File: config.mk
export PLATFORM = sky130hd
export DESIGN_NAME = cu_edge_data_read_control
export DESIGN_NICKNAME = d
export VERILOG_FILES = /design/src/rtl/cu_edge_data_read_control_pkg.sv /design/src/rtl/cu_edge_data_read_control.sv
export SDC_FILE = /design/constraint.sdc
export NUM_CORES = 2
export LEC_CHECK = 0
export ABC_AREA = 1
export ABC_CLOCK_PERIOD_IN_PS = 2600
export CORE_AREA = 8 8 568 570
export CTS_CLUSTER_SIZE = 10
export DETAILED_ROUTE_END_ITERATION = 16
export DIE_AREA = 0 0 576 578
export PLACE_DENSITY_LB_ADDON = 0.3
export SLEW_MARGIN = 20
export SYNTH_ARGS = -nofsm -noshare
export SYNTH_HDL_FRONTEND = slang
export SYNTH_SLANG_ARGS = --single-unit
File: constraint.sdc
create_clock -name clock -period 2.6 [get_ports clock]
set_input_delay 0.39 -clock clock [delete_from_list [all_inputs] [get_ports clock]]
set_output_delay 0.39 -clock clock [all_outputs]
set_load 0.01 [all_outputs]
File: src/rtl/cu_edge_data_read_control_pkg.sv
// Bus payload types shared by the edge data read control block and its users.
package cu_edge_data_read_control_pkg;

  localparam int unsigned AddrW  = 64;
  localparam int unsigned CuIdW  = 8;
  localparam int unsigned LaneW  = 4;
  localparam int unsigned SizeW  = 12;
  localparam int unsigned LineW  = 512;

  typedef enum logic [1:0] {
    CMD_INVALID = 2'd0,
    CMD_READ    = 2'd1,
    CMD_WRITE   = 2'd2
  } cmd_type_e;

  typedef enum logic [1:0] {
    STRUCT_INVALID   = 2'd0,
    EDGE_DATA_READ   = 2'd1,
    VERTEX_DATA_READ = 2'd2,
    EDGE_DATA_WRITE  = 2'd3
  } vertex_struct_e;

  typedef enum logic [2:0] {
    NOP        = 3'd0,
    READ_CL_NA = 3'd1,
    WRITE_NA   = 3'd2
  } command_e;

  typedef struct packed {
    logic                valid;
    logic [AddrW-1:0]    auxiliary1;
  } WEDInterface;

  typedef struct packed {
    logic                valid;
    logic [AddrW-1:0]    src;
    logic [AddrW-1:0]    dest;
  } EdgeInterface;

  // empty is the LSB so the idle/reset pattern is 4'b0001
  typedef struct packed {
    logic alfull;
    logic full;
    logic busy;
    logic empty;
  } BufferStatus;

  typedef struct packed {
    logic [CuIdW-1:0]    cu_id;
    cmd_type_e           cmd_type;
    vertex_struct_e      vertex_struct;
    logic [LaneW-1:0]    real_size;
  } CommandTag;

  typedef struct packed {
    logic                valid;
    command_e            command;
    logic [AddrW-1:0]    address;
    logic [SizeW-1:0]    size;
    CommandTag           cmd;
  } CommandBufferLine;

  typedef struct packed {
    logic                valid;
    CommandTag           cmd;
  } ResponseBufferLine;

  typedef struct packed {
    logic                valid;
    CommandTag           cmd;
    logic [LineW-1:0]    data;
  } ReadWriteDataLine;

endpackage

File: src/rtl/cu_edge_data_read_control.sv
// Pops edges, issues 128-B vertex-data reads and returns the addressed 64-bit word.
module cu_edge_data_read_control
  import cu_edge_data_read_control_pkg::*;
#(
  parameter int unsigned CU_ID           = 1,
  parameter int unsigned MAX_OUTSTANDING = 16
) (
  input  logic              clock,
  input  logic              rstn,
  input  logic              enabled,
  input  WEDInterface       wed_request_in,
  input  EdgeInterface      edge_job,
  input  BufferStatus       edge_buffer_status,
  input  BufferStatus       read_command_buffer_status,
  input  ResponseBufferLine read_response_in,
  input  ReadWriteDataLine  read_data_0_in,
  input  ReadWriteDataLine  read_data_1_in,
  output logic              edge_request,
  output CommandBufferLine  read_command_out,
  output logic              edge_data_valid,
  output logic [63:0]       edge_data,
  output logic [31:0]       edges_processed
);

  localparam int unsigned DataW  = 64;
  localparam int unsigned CountW = 32;
  localparam int unsigned OutW   = 8;
  localparam logic [CuIdW-1:0] CuId   = CuIdW'(CU_ID);
  localparam logic [OutW-1:0]  MaxOut = OutW'(MAX_OUTSTANDING);

  typedef enum logic [2:0] {
    ST_RESET, ST_IDLE, ST_POP, ST_WAIT_EDGE, ST_SEND
  } state_e;

  state_e            state_q, state_d;
  WEDInterface       wed_q;
  EdgeInterface      edge_job_q;
  BufferStatus       edge_status_q, cmd_status_q;
  ResponseBufferLine resp_q;
  logic [LineW-1:0]  data0_q, data1_q;
  logic [AddrW-1:0]  dest_q, dest_d;
  logic [OutW-1:0]   outstanding_q, outstanding_d;

  logic              edge_request_q, edge_request_d;
  CommandBufferLine  read_command_q, read_command_d;
  logic              edge_data_valid_q;
  logic [DataW-1:0]  edge_data_q;
  logic [CountW-1:0] edges_processed_q;

  logic              data0_match_c, data1_match_c, resp_match_c;
  logic              accept_c, issue_c;
  logic [AddrW-1:0]  addr_c;
  logic [LaneW-1:0]  lane_c;
  logic [DataW-1:0]  word_c;
  logic              unused_c;

  // Read-data lines are only worth keeping when they belong to this unit's edge reads
  always_comb begin
    data0_match_c = read_data_0_in.valid && (read_data_0_in.cmd.cu_id == CuId) &&
                    (read_data_0_in.cmd.vertex_struct == EDGE_DATA_READ);
    data1_match_c = read_data_1_in.valid && (read_data_1_in.cmd.cu_id == CuId) &&
                    (read_data_1_in.cmd.vertex_struct == EDGE_DATA_READ);
  end

  // Input stage: every input lands in a register before any decision uses it
  always_ff @(posedge clock or negedge rstn) begin
    if (!rstn) begin
      wed_q         <= '0;
      edge_job_q    <= '0;
      edge_status_q <= BufferStatus'(4'b0001);
      cmd_status_q  <= BufferStatus'(4'b0001);
      resp_q        <= '0;
      data0_q       <= '0;
      data1_q       <= '0;
    end else if (enabled) begin
      wed_q         <= wed_request_in;
      edge_job_q    <= edge_job;
      edge_status_q <= edge_buffer_status;
      cmd_status_q  <= read_command_buffer_status;
      resp_q        <= read_response_in;
      if (data0_match_c) data0_q <= read_data_0_in.data;
      if (data1_match_c) data1_q <= read_data_1_in.data;
    end
  end

  // Response qualification; a response with nothing outstanding is stale and dropped
  always_comb begin
    resp_match_c = resp_q.valid && (resp_q.cmd.cu_id == CuId) &&
                   (resp_q.cmd.vertex_struct == EDGE_DATA_READ);
    accept_c     = resp_match_c && (outstanding_q != '0);
    issue_c      = (state_q == ST_SEND);
    lane_c       = resp_q.cmd.real_size;
    word_c       = lane_c[3] ? data1_q[{lane_c[2:0], 6'b0} +: DataW]
                             : data0_q[{lane_c[2:0], 6'b0} +: DataW];
    addr_c       = wed_q.auxiliary1 + (dest_q << 3);
  end

  // Outstanding tracking: issue and response in one cycle cancel out
  always_comb begin
    outstanding_d = outstanding_q;
    if (issue_c && !accept_c) begin
      outstanding_d = outstanding_q + OutW'(1);
    end else if (!issue_c && accept_c) begin
      outstanding_d = outstanding_q - OutW'(1);
    end
  end

  // Next-state and command generation
  always_comb begin
    state_d        = state_q;
    dest_d         = dest_q;
    edge_request_d = 1'b0;
    read_command_d = '0;
    case (state_q)
      ST_RESET: begin
        if (wed_q.valid) state_d = ST_IDLE;
      end
      ST_IDLE: begin
        if (!wed_q.valid) begin
          state_d = ST_RESET;
        end else if (!edge_status_q.empty && !cmd_status_q.alfull &&
                     (outstanding_q < MaxOut)) begin
          state_d = ST_POP;
        end
      end
      ST_POP: begin
        edge_request_d = 1'b1;
        state_d        = ST_WAIT_EDGE;
      end
      ST_WAIT_EDGE: begin
        if (edge_job_q.valid) begin
          dest_d  = edge_job_q.dest;
          state_d = ST_SEND;
        end
      end
      ST_SEND: begin
        read_command_d.valid             = 1'b1;
        read_command_d.command           = READ_CL_NA;
        read_command_d.size              = SizeW'(128);
        read_command_d.address           = {addr_c[AddrW-1:7], 7'b0};
        read_command_d.cmd.cu_id         = CuId;
        read_command_d.cmd.cmd_type      = CMD_READ;
        read_command_d.cmd.vertex_struct = EDGE_DATA_READ;
        read_command_d.cmd.real_size     = addr_c[6:3];
        state_d = wed_q.valid ? ST_IDLE : ST_RESET;
      end
      default: state_d = ST_RESET;
    endcase
  end

  // Control state registers
  always_ff @(posedge clock or negedge rstn) begin
    if (!rstn) begin
      state_q       <= ST_RESET;
      dest_q        <= '0;
      outstanding_q <= '0;
    end else if (enabled) begin
      state_q       <= state_d;
      dest_q        <= dest_d;
      outstanding_q <= outstanding_d;
    end
  end

  // Output registers
  always_ff @(posedge clock or negedge rstn) begin
    if (!rstn) begin
      edge_request_q    <= 1'b0;
      read_command_q    <= '0;
      edge_data_valid_q <= 1'b0;
      edge_data_q       <= '0;
      edges_processed_q <= '0;
    end else if (enabled) begin
      edge_request_q    <= edge_request_d;
      read_command_q    <= read_command_d;
      edge_data_valid_q <= accept_c;
      if (accept_c) begin
        edge_data_q       <= word_c;
        edges_processed_q <= edges_processed_q + CountW'(1);
      end
    end
  end

  assign edge_request     = edge_request_q;
  assign read_command_out = read_command_q;
  assign edge_data_valid  = edge_data_valid_q;
  assign edge_data        = edge_data_q;
  assign edges_processed  = edges_processed_q;

  // Fields carried on the buses that this block does not consume
  assign unused_c = ^{edge_status_q.alfull, edge_status_q.full, edge_status_q.busy,
                      cmd_status_q.full, cmd_status_q.busy, cmd_status_q.empty,
                      edge_job_q.src, resp_q.cmd.cmd_type,
                      read_data_0_in.cmd, read_data_1_in.cmd, addr_c[2:0]};

endmodule

==> flow_metrics.tcl <==
set metrics [dict create \
    synth_commonest_cells "dfrtp_1 (1396), nand2_1 (1103), nor2_1 (715)" \
    clkLatencyLatePin_ps 870 \
    tns_ps 0 \
    skew_ps 97.02 \
    dr.pass1.iters 7 \
    slowest_stage "dfrtp_1" \
    p_comb_share_pct 23.5 \
    cts_tree "done" \
    whs_ps 111.6 \
    drv_slew 0 \
    rsz0062_at_grt "yes" \
    placed_cells 12161 \
    nFillCells 32636 \
    htree_num_levels 4 \
    setup_violations 0 \
    min_period_ps 2575 \
    ys_ff_latch 1397 \
    ant_nets 0 \
    slew_headroom_pct 55.04 \
    critical_path_class "flop to flop" \
    cp_max_fo 5 \
    hpwl_um 291200 \
    fin_ws_ps 25.11 \
    worst_pin_slew_ps 674.4 \
    route.detailed.drc 0 \
    synthArstFlopShare_pct 100.0 \
    cts_sinks 1397 \
    seq_area_frac_synth_pct 51.35 \
    num_io_pins 1474 \
    avgSynthCellArea_um2 10.22 \
    grt_pass1_vias 60139 \
    cellLeakagePower_nw 45.59 \
    max_freq_mhz 388.4 \
    cap_violations 0 \
    io_buffers 1354 \
    drive_gt1_share_pct 18.77 \
    synth_top_area_share_pct 51.31 \
    die_area_mm2 0.3329 \
    ys_types 41 \
    place_area_mm2 0.08883 \
    p_sw_share_pct 31.58 \
    crit_chain "inv_1 > nor3_1 > ha_4 > clkinvlp_4 > buf_12 > ha_4 > a21oi_2 > nand2_2 > nand4_1 > nand3_1 > a21oi_1 > o21ai_1 > xnor2_1" \
    grt_max_degree 113 \
    antenna_found_initial 230 \
    hold_viol 0 \
    clk_pin_slew_ps 60 \
    pwr-share-clk_pct 38.4 \
    synthToLayoutAreaGrowth_pct 39.24 \
    first_iter_violations 4177 \
    fin_area_mm2 0.09480 \
    ys_top_cells_by_area "dfrtp_1 (51%), mux2_2 (9.0%), mux2_4 (7.1%), nand2_1 (6.1%), o21ai_0 (5.2%)" \
    crit_path_end_kind "flop" \
    numCtsBuffers 178 \
    overflow 0 \
    stdcell_count 12567 \
    routed_wl_um 360600 \
    vdd_drop_max_mv 0.5393 \
    worst_ep_arrival_time_ps 3260 \
    synth_area_mm2 0.06808 \
    min_path_type "input port to flop" \
    core_area_mm2 0.3134 \
    synth_edf_count 0 \
    min_period_over_period_pct 99.03 \
    num_rows 206 \
    crit_path_frequent_cell "ha_4" \
    seqPwrFrac_pct 38.1 \
    cp-start-kind "flop" \
    min_path_cells 2 \
    status "complete, no violations" \
    yosysWarnings 0 \
    yosysTopAreaCell "dfrtp_1" \
    die_width_um 576 \
    reg2regPathDepth 13 \
    synth_flop_cell "dfrtp_1" \
    post_drt_wl_per_cell_um 28.70 \
    synth_most_common_cell "dfrtp_1" \
    dp_slack_ps -165.0 \
    cp.required_ps 3280 \
    nets 9541 \
    cts_root_buffer "clkbuf_16" \
    dieHeight_um 578 \
    start_util_pct 21.72 \
    grt_util_all_layers_pct 20.79 \
    routabilityCongestion 0.9072 \
    clock_path_buffers 4 \
    vias 57726 \
    p_int_mw 42.28 \
    synth_cells 6664 \
    via_per_inst 4.593 \
    grt_pass1_wl_um 490400 \
    max_stage_delay_ps 410 \
    pwr_density_cell_mw_per_mm2 651.9 \
    p_switching_mw 19.52 \
]
## critical path, delay by kind of cell, from the launching register on
family | cells | cell delay, ps
adders and majority gates | 2 | 480
buffers and inverters | 3 | 340
and+or+nand+nor | 4 | 700
AOI/OAI and AO/OA | 3 | 380
DFF | 1 | 410
xor gates and xnor gates | 1 | 130
## through the flow
| step | power, mW | util, % |
|---|---|---|
| after floorplan | 30.05 | - |
| after global placement | 38.26 | 28.34 |
| after detailed placement | 38.30 | 28.34 |
| after CTS | 62.48 | 30.11 |
| after global routing | 64.69 | 30.20 |
| final | 61.80 | 30.25 |
## per-layer routing
metal	global-route usage, %	vias up	share of wire (%)
li1	-	25778	-
met1	23.31	29065	38
met2	36.90	2144	50
met3	5.902	631	7.4
met4	8.825	108	4.4
met5	0	-	0.19
## final cells by class
cell class / count / area [um^2] / share of cell area (%)
inverters: 412 / 1587 / 1.674
clock inverters: 31 / 375.4 / 0.3960
clock buffers: 246 / 5012 / 5.287
flip-flops and latches: 1397 / 34970 / 36.89
diodes: 119 / 297.8 / 0.3141
repair buffers: 1750 / 17760 / 18.74
well taps: 4160 / 5205 / 5.491
multi-input cells: 4452 / 29580 / 31.21
## cells in the final DEF (no fill, tap or decap), drive strengths merged, types with 246 or more instances in the layout
master,instances
dfrtp,1396
mux2,1024
o21ai,736
buf,396
nand2,1104
clkdlybuf4s50,1351
clkbuf,246
nor2,716
nand3,252
inv,417
## sequential cells by signal (all words and copies together), names as in the netlist
register,count
state_q,3
data1_q,512
edge_status_q,1
wed_q,62
read_command_out,62
edge_request,1
cmd_status_q,1
edge_data_valid,1
lane_c,4
edge_job_q,62
dest_q,61
edge_data,64
data0_q,512
edges_processed,32
outstanding_q,8
resp_q,11
## kinds of logic (layout without fill, tap and decap cells)
logic type	Yosys count	after routing	share of synthesized area, %
DFF	1397	1397	51.35
other	1	148	0.005508
and+or+nand+nor	2151	2151	12.59
xor gates and xnor gates	35	35	0.4502
buffers and inverters	843	2439	5.699
AOI/OAI and AO/OA	1143	1143	9.900
adders and majority gates	70	70	1.308
muxes	1024	1024	18.70
## final timing paths
check	from	end	slack [ps]
max in group asynchronous	rstn	data0_q[4]	1260
worst max register to register	state_q[2]	outstanding_q[7]	30
worst min register to register	edge_status_q[0]	edge_status_q[0]	470
worst min-delay path	read_data_1_in[431]	data1_q[431]	110
worst max-delay path	state_q[2]	outstanding_q[7]	30
min in group asynchronous	rstn	data1_q[30]	180
## repair_timing
action                     in CTS  in global routing
resized for setup              16                 26
setup buffers                   6                  2
pin swaps                       7                  7
hold buffers                    2                  0
setup endpoints to repair       8                 14
hold endpoints to repair      409                  0
## power by group through the flow
stage	clock, mW	combinational [mW]	sequential [mW]
final	23.7	14.5	23.5
after global routing	25.2	15.9	23.6
after CTS	24.4	14.6	23.6
after detailed placement	0	14.4	23.9
after global placement	0	14.4	23.9
after floorplan	0	6.42	23.6
(Power assumes the default switching activity.)
